===== src/rtl/div_seq_ctrl.sv =====
`default_nettype none
// ============================================================================
// Module      : div_seq_ctrl
// Description : Multi-cycle restoring divider controller for MIPS div/divu.
//               Borrows the CPU's shared 32-bit subtractor for the absolute
//               value, trial-subtract and sign-fix steps.
// Revision    : 1.0 - initial release
// ============================================================================
module div_seq_ctrl #(
    parameter int WIDTH = 32,
    parameter int CNT_W = 5
) (
    input  logic             clock,
    input  logic             reset_n,
    input  logic             start,
    input  logic             is_signed,
    input  logic [WIDTH-1:0] dividend,
    input  logic [WIDTH-1:0] divisor,
    output logic             sub_req,
    output logic [WIDTH-1:0] sub_a,
    output logic [WIDTH-1:0] sub_b,
    output logic             sub_cin,
    input  logic [WIDTH-1:0] sub_s,
    input  logic             sub_cout,
    output logic             busy,
    output logic             done,
    output logic [WIDTH-1:0] quotient,
    output logic [WIDTH-1:0] remainder,
    output logic             div_by_zero
);

    typedef enum logic [2:0] {
        S_IDLE  = 3'd0,
        S_ABS_A = 3'd1,
        S_ABS_B = 3'd2,
        S_DIV   = 3'd3,
        S_FIX_Q = 3'd4,
        S_FIX_R = 3'd5,
        S_DONE  = 3'd6
    } state_t;

    localparam logic [CNT_W-1:0] LAST_STEP = CNT_W'(WIDTH - 1);

    state_t           state;
    state_t           state_nxt;
    logic [WIDTH-1:0] q_reg;
    logic [WIDTH-1:0] r_reg;
    logic [WIDTH-1:0] d_reg;
    logic [CNT_W-1:0] count;
    logic             neg_a;
    logic             neg_b;

    // The partial remainder is effectively WIDTH+1 bits wide: shift_msb is
    // the bit that falls off the top, and when it is set the trial always
    // succeeds regardless of the subtractor's borrow.
    logic [WIDTH-1:0] shift_val;
    logic             shift_msb;
    logic             trial_ok;

    assign shift_val = {r_reg[WIDTH-2:0], q_reg[WIDTH-1]};
    assign shift_msb = r_reg[WIDTH-1];
    assign trial_ok  = shift_msb | sub_cout;

    always_ff @(posedge clock or negedge reset_n) begin
        if (!reset_n) begin
            state <= S_IDLE;
        end else begin
            state <= state_nxt;
        end
    end

    always_comb begin
        state_nxt = state;
        sub_req   = 1'b0;
        sub_a     = '0;
        sub_b     = '0;
        case (state)
            S_IDLE: begin
                if (start) begin
                    state_nxt = (divisor == '0) ? S_DONE : S_ABS_A;
                end
            end
            S_ABS_A: begin
                sub_req   = 1'b1;
                sub_b     = q_reg;
                state_nxt = S_ABS_B;
            end
            S_ABS_B: begin
                sub_req   = 1'b1;
                sub_b     = d_reg;
                state_nxt = S_DIV;
            end
            S_DIV: begin
                sub_req = 1'b1;
                sub_a   = shift_val;
                sub_b   = d_reg;
                if (count == LAST_STEP) begin
                    state_nxt = S_FIX_Q;
                end
            end
            S_FIX_Q: begin
                sub_req   = 1'b1;
                sub_b     = q_reg;
                state_nxt = S_FIX_R;
            end
            S_FIX_R: begin
                sub_req   = 1'b1;
                sub_b     = r_reg;
                state_nxt = S_DONE;
            end
            S_DONE: begin
                state_nxt = S_IDLE;
            end
            default: begin
                state_nxt = S_IDLE;
            end
        endcase
    end

    assign sub_cin = sub_req;
    assign busy    = (state != S_IDLE);
    assign done    = (state == S_DONE);

    // Q first holds the raw dividend, then its magnitude, then shifts into
    // the unsigned quotient while R accumulates the unsigned remainder.
    always_ff @(posedge clock or negedge reset_n) begin
        if (!reset_n) begin
            q_reg       <= '0;
            r_reg       <= '0;
            d_reg       <= '0;
            count       <= '0;
            neg_a       <= 1'b0;
            neg_b       <= 1'b0;
            quotient    <= '0;
            remainder   <= '0;
            div_by_zero <= 1'b0;
        end else begin
            case (state)
                S_IDLE: begin
                    if (start) begin
                        if (divisor == '0) begin
                            quotient    <= '1;
                            remainder   <= dividend;
                            div_by_zero <= 1'b1;
                        end else begin
                            q_reg       <= dividend;
                            d_reg       <= divisor;
                            neg_a       <= is_signed & dividend[WIDTH-1];
                            neg_b       <= is_signed & divisor[WIDTH-1];
                            count       <= '0;
                            div_by_zero <= 1'b0;
                        end
                    end
                end
                S_ABS_A: begin
                    if (neg_a) begin
                        q_reg <= sub_s;
                    end
                    r_reg <= '0;
                end
                S_ABS_B: begin
                    if (neg_b) begin
                        d_reg <= sub_s;
                    end
                end
                S_DIV: begin
                    r_reg <= trial_ok ? sub_s : shift_val;
                    q_reg <= {q_reg[WIDTH-2:0], trial_ok};
                    count <= count + CNT_W'(1);
                end
                S_FIX_Q: begin
                    quotient <= (neg_a ^ neg_b) ? sub_s : q_reg;
                end
                S_FIX_R: begin
                    remainder <= neg_a ? sub_s : r_reg;
                end
                default: begin
                end
            endcase
        end
    end

endmodule
`default_nettype wire


===== config.mk =====
export PLATFORM = sky130hd
export DESIGN_NAME = div_seq_ctrl
export DESIGN_NICKNAME = d
export VERILOG_FILES = /design/src/rtl/div_seq_ctrl.sv
export SDC_FILE = /design/constraint.sdc
export NUM_CORES = 1
export LEC_CHECK = 0
export CORE_MARGIN = 2
export CORE_UTILIZATION = 51
export DETAILED_ROUTE_END_ITERATION = 6
export HOLD_SLACK_MARGIN = 0.05
export PLACE_DENSITY_LB_ADDON = 0.05
export SYNTH_ARGS = -nofsm -noshare
export SYNTH_HDL_FRONTEND = slang
export SYNTH_SLANG_ARGS = --single-unit

===== constraint.sdc =====
create_clock -name clock -period 3 [get_ports clock]
set_clock_uncertainty 0.15 [all_clocks]
set_input_delay 0.6 -clock clock [delete_from_list [all_inputs] [get_ports clock]]
set_output_delay 0.6 -clock clock [all_outputs]
set_load 0.005 [all_outputs]

# ---- Yosys cells after proc, flatten, opt, wreduce, memory -nomap -nowiden
# Index checks and enable logic that the tools add are counted.
dict set report word_totals {
  regBits 171
  out_inout_bits 133
  word_cells 78
}
dict set report op_classes {
  add_sub_neg 1
  eq_ne 13
  muxes 29
  bitwise 5
  n_reduce_logical 20
}
# op count
set op_table {}
lappend op_table {{32-bit 2-to-1 mux} 14}
lappend op_table {{32-bit one-hot mux with 2 select lines} 4}
lappend op_table {{32-bit one-hot mux with 3 select lines} 2}
lappend op_table {{32-bit zero test} 1}
lappend op_table {{3-bit one-hot mux with 6 select lines} 1}
lappend op_table {{2-bit != test, second input constant} 6}
lappend op_table {{3-bit AND reduction} 4}
lappend op_table {{5-bit 2-to-1 mux} 2}
lappend op_table {{5-bit one-hot mux with 2 select lines} 1}
lappend op_table {{2-bit nonzero test} 5}
lappend op_table {{3-bit == test, second input constant} 3}
lappend op_table {{3-bit 2-to-1 mux} 3}
lappend op_table {{4-bit AND reduction} 2}
lappend op_table {{3-bit by 2-bit == test with 1-bit output, second input constant} 2}
lappend op_table {{3-bit nonzero test} 2}
lappend op_table {{5-bit by 1-bit adder with 5-bit output, second input constant} 1}
lappend op_table {{5-bit == test, second input constant} 1}
lappend op_table {{5-bit OR reduction} 1}
lappend op_table {{2-bit AND reduction} 2}
lappend op_table {{2-bit OR reduction} 2}
lappend op_table {{3-bit by 1-bit == test with 1-bit output, second input constant} 1}
lappend op_table {{3-bit zero test} 1}
lappend op_table {{1-bit AND} 2}
lappend op_table {{1-bit 2-to-1 mux} 2}
lappend op_table {{3 further kinds} 3}

# ---- Depth between registers and ports, before layout
# Gate-level depths: netlist of the first run.
dict set report depth {
  ltp_word 4
  depth_mapped 8
  mapped_depth_nobuf 6
}

# ---- Least setup slack after synthesis of the first run
# Ideal clock, no wire load.
dict set report synth_timing {
  path_type {input to register}
  startpoint {in divisor[27]}
  endpoint {reg q_reg[10]}
  setup_time_ps 125
  t_arrival_ps 1935
  required_ps 2725
  slack_ps 790
  cell_stages 5
  n_path_buf 1
  cell_sequence {nor4_2 nand4_2 o31a_4 buf_6 mux2_4}
}
dict set report synth_between {
  elab_chain_len 3
}
# item line_no
set synth_rtl {}
lappend synth_rtl {{start: declaration} 18} ;# input logic [WIDTH-1:0] divisor,
lappend synth_rtl {{32-bit zero test} 141} ;# if (divisor == '0) begin
lappend synth_rtl {{2-bit != test (no source line)} -}
lappend synth_rtl {{4-bit AND reduction (no source line)} -}
lappend synth_rtl {{end signal: assignment} 146} ;# q_reg <= dividend;
lappend synth_rtl {{end signal: assignment} 157} ;# q_reg <= sub_s;
lappend synth_rtl {{end signal: assignment} 168} ;# q_reg <= {q_reg[WIDTH-2:0], trial_ok};
lappend synth_rtl {{end: declaration} 46} ;# logic [WIDTH-1:0] q_reg;
# Every way passes these cells.
# A chain may end at the register's enable or synchronous reset.

# ---- Worst setup path after layout of the first run
dict set report layout_timing {
  startpoint {reg state[2]}
  endpoint {out sub_a[19]}
}
dict set report layout_between {
  elab_chain_len 2
}
# item line_no
set layout_rtl {}
lappend layout_rtl {{start: declaration} 44} ;# state_t state;
lappend layout_rtl {{start signal: assignment} 68} ;# state <= state_nxt;
lappend layout_rtl {{3-bit by 2-bit == test with 1-bit output} 77} ;# case (state)
lappend layout_rtl {{32-bit 2-to-1 mux} 77}
lappend layout_rtl {{end: declaration} 20} ;# output logic [WIDTH-1:0] sub_a,
# Every way passes these cells.

==> impl_metrics.py, run 1 <==
metrics = {
    "outcome": {
        "status": "finished, final reports clean",
    },
    "power_and_ir_drop": {
        "power.static_leakage_nw": 6.45,
        "power-per-cell-area_nw_per_um2": 958,
        "total_power_w": 0.0135,
        "power.ir.vdd_worst_mv": 0.579,
    },
    "setup_path": {
        "timing.critical_path.arrival_ns": 2.24,
        "cp_slowest_stage_delay_ns": 0.50,
        "timing.critical_path.slowest_stage_cell": "dfrtp_4",
        "cp_data_required_time_ns": 2.25,
        "critical_path_buf_inv_count": 3,
        "worst-setup-path-type": "reg -> out",
        "start_kind": "flop",
        "path_delay_family": "buffers and inverters",
        "critPathMaxFanout": 26,
        "cell_by_cell_listing_of_the_critical_path": "buf_6 > and3b_2 > buf_12 > and2_1 > clkdlybuf4s50_1",
        "end_kind": "primary output",
    },
    "timing": {
        "worstMarginPinSlew_ns": 0.738,
        "relSlewSlack_pct": 50.8,
        "fin_crit_ns": 2.99,
        "unrepaired_setup_endpoints_after_global_routing": "yes",
        "final-max-slew-violation-count": 0,
        "maxClockFrequency_mhz": 335,
        "finalSetupViolCount": 0,
        "timing.final.ws_setup_ns": 0.0119,
        "finalCritPeriodShare_pct": 99.6,
        "hold_viol": 0,
        "aggregate_negative_setup_slack_ns": 0,
    },
    "placement": {
        "placement.cell_area_um2": 13200,
        "place_ws_ns": 0.00635,
        "place_hpwl_um": 23600,
        "place_congestion": 0.869,
        "portBuffers": 233,
    },
    "die": {
        "rows": 51,
        "coreArea_um2": 19700,
        "floorplan.io_pins": 234,
        "die_h_um": 146,
        "die_width_um": 146,
        "dieArea_um2": 21400,
        "start_util_pct": 52.4,
    },
    "route": {
        "vias": 9326,
        "antenna_left": 0,
        "wl_um": 34800,
        "routed_via_density": 6.14,
        "drc": 0,
        "dr.pass1.iters": 5,
        "initialDrtViolationCount": 718,
        "detail_route.wl_per_cell_um": 22.9,
    },
    "logic_synthesis": {
        "average_cell_area_after_synthesis_um2": 10.3,
        "synth_top_cell_area_share_pct": 41.5,
        "synthFlopType": "dfrtp_1",
        "yosysSeqAreaShare_pct": 41.5,
        "ys_top_cells_by_area": "dfrtp_1 (42%), mux2_2 (14%), mux2i_1 (9.4%)",
        "synth-edff-count": 0,
        "netlist_area_um2": 10300,
        "synth.distinct_cells": 43,
        "ys_ff_latch": 171,
        "yosysWarningCount": 0,
        "synth_largest_area_cell": "dfrtp_1",
        "synthArstFlopShare_pct": 100,
        "syn_nets": 1104,
        "postSynthCellCount": 1001,
    },
    "global_route": {
        "first_global_vias": 9231,
        "global_route_wire_length_before_repair_um": 53800,
        "grt_start_max_net_pins": 55,
        "overflow": 0,
        "antenna_found_initial": 0,
        "grt.total_usage_pct": 32.2,
    },
    "final_layout": {
        "n_antenna_cell": 0,
        "synthToLayoutAreaGrowth_pct": 37.0,
        "ratio_of_cells_with_drive_above_1_in_the_final_layout_pct": 23.9,
        "postLayoutCellArea_um2": 14100,
        "fillcell_total": 1518,
        "postLayoutCoreUtil_pct": 71.8,
        "finalNetCount": 1344,
    },
    "clock_tree": {
        "cts-buffers-inserted": 17,
        "cts_htree_levels": 4,
        "worst_skew_pair.late_latency_ns": 0.43,
        "clock_slew_seen_by_the_registers_of_the_worst_setup_and_hold_paths_ns": 0.07,
        "cts-root-to-sink-buffers": 2,
        "cts_sinks": 171,
        "cts_root_buffer": "clkbuf_16",
        "cts_tree": "built",
    },
    "run": {
        "max-cap-violations": 0,
    },
    "hold_path": {
        "timing.hold.worst.class": "reg -> reg",
    },
}
==> area by class of cell <==
type	count	area, um2	share of cell area, %
tap	265	332	2.35
inverter	4	15.0	0.106
clock buffer	18	439	3.11
sequential	171	4290	30.4
multi-input combinational	740	5720	40.5
clock inverter	14	146	1.04
timing repair buffer	307	3180	22.5
==> per-stage QoR <==
stage | std cells | hold WS, ns
detailed placement | 1474 | 0.332
global route | 1519 | 0.341
CTS | 1516 | 0.331
finish | 1519 | 0.328
floorplan | 1001 | 0.154
global placement | 1474 | 0.310
==> per-layer routing <==
layer | GRT usage (%) | vias to the layer above | share of wire, %
li1 | - | 4131 | -
met1 | 44.7 | 4697 | 43
met2 | 51.2 | 448 | 47
met3 | 7.06 | 50 | 8.2
met4 | 8.88 | 0 | 1.7
met5 | 0 | - | 0
==> cell families (layout without fill, tap and decap cells) <==
logic type / count (synthesis) / count (layout) / synth area share (%)
adder cells (fa/ha/maj): 2 / 2 / 0.243
multiplexers: 257 / 257 / 28.0
AND/OR/NAND/NOR: 233 / 233 / 10.6
XOR/XNOR: 3 / 3 / 0.255
buffers and inverters: 90 / 343 / 4.19
AO/OA/AOI/OAI: 245 / 245 / 15.2
flip-flops: 171 / 171 / 41.5
==> cell usage after synthesis (2+ instances only) <==
cell,count
dfrtp_1,171
and2_1,32
a22oi_1,32
clkbuf_1,44
buf_4,4
nor2_1,70
and4_1,2
o31ai_1,3
o22ai_1,32
nor2b_1,5
a21o_1,2
a211oi_1,2
a21oi_1,36
xor2_1,2
nor4_2,8
buf_2,27
a22o_1,4
nand3_1,2
o21ai_0,97
mux2_4,29
mux2_2,127
buf_6,6
mux2i_1,97
inv_1,4
a221o_1,32
nor3_2,2
nand2_1,105
buf_1,5
ha_1,2
mux2_1,4
==> report_power, final <==
group	switching [W]	total, W	internal (W)
Combinational	0.00318	0.00730	0.00412
Sequential	0.000858	0.00396	0.00310
Clock	0.00105	0.00226	0.00120
Total	0.00509	0.0135	0.00843
==> worst reg2reg max path, cell delays in order (launching register included) <==
cell	delay, ns
dfrtp_4	0.50
buf_6	0.15
nor2b_4	0.22
buf_12	0.20
nor3b_4	0.20
buf_4	0.39
mux2_1	0.40
mux2_2	0.27
==> cell usage in the layout, fill, tap and decap left out, types with 4 or more instances in the layout <==
master / count
nor4_2: 8
dfrtp_1: 167
dlymetal6s2s_1: 32
inv_1: 4
mux2_1: 4
o22ai_1: 32
and2_4: 5
a21oi_1: 36
a221o_1: 32
nor2_1: 68
a22o_1: 4
mux2_4: 29
a22oi_1: 28
nand2_1: 105
mux2i_1: 97
clkbuf_16: 17
buf_12: 11
inv_6: 8
o21ai_1: 21
a22oi_2: 4
and2_1: 27
buf_6: 8
clkdlybuf4s50_1: 190
dlygate4sd2_1: 10
buf_4: 52
mux2_2: 127
o21ai_0: 75
==> final timing paths <==
check                             from            to  slack, ns  depth (start not counted)
max                           state[2]     sub_a[19]       0.01                          5
min reg2reg                div_by_zero   div_by_zero       0.33                          1
max reg2reg                   state[2]      d_reg[9]       0.43                          7
max in group asynchronous      reset_n      d_reg[3]       1.39                          3
min in group asynchronous      reset_n  quotient[23]       0.52                          2
min                        div_by_zero   div_by_zero       0.33                          1
==> timing repair <==
| action | CTS | global route |
|---|---|---|
| pin swaps | 1 | 1 |
| setup buffers | 8 | 3 |
| gates cloned | 1 | 0 |
| endpoints found under the setup margin | 63 | 48 |
| endpoints found under the hold margin | 41 | 0 |
| hold buffers | 1 | 0 |
| resized for setup | 45 | 48 |
Note: power is estimated with default switching activity, not from simulation.
==> inputs of run 2 (changes only) <==
Settings changed: CTS_CLUSTER_SIZE set to 40.
==> results of run 2 <==
No change in the layout: final DEF, timing and power equal those of run 1.
==> inputs of run 3 (changes only) <==
Settings changed: SLEW_MARGIN set to 20.
==> results of run 3 <==
No change in the layout: final DEF, timing and power equal those of run 1.
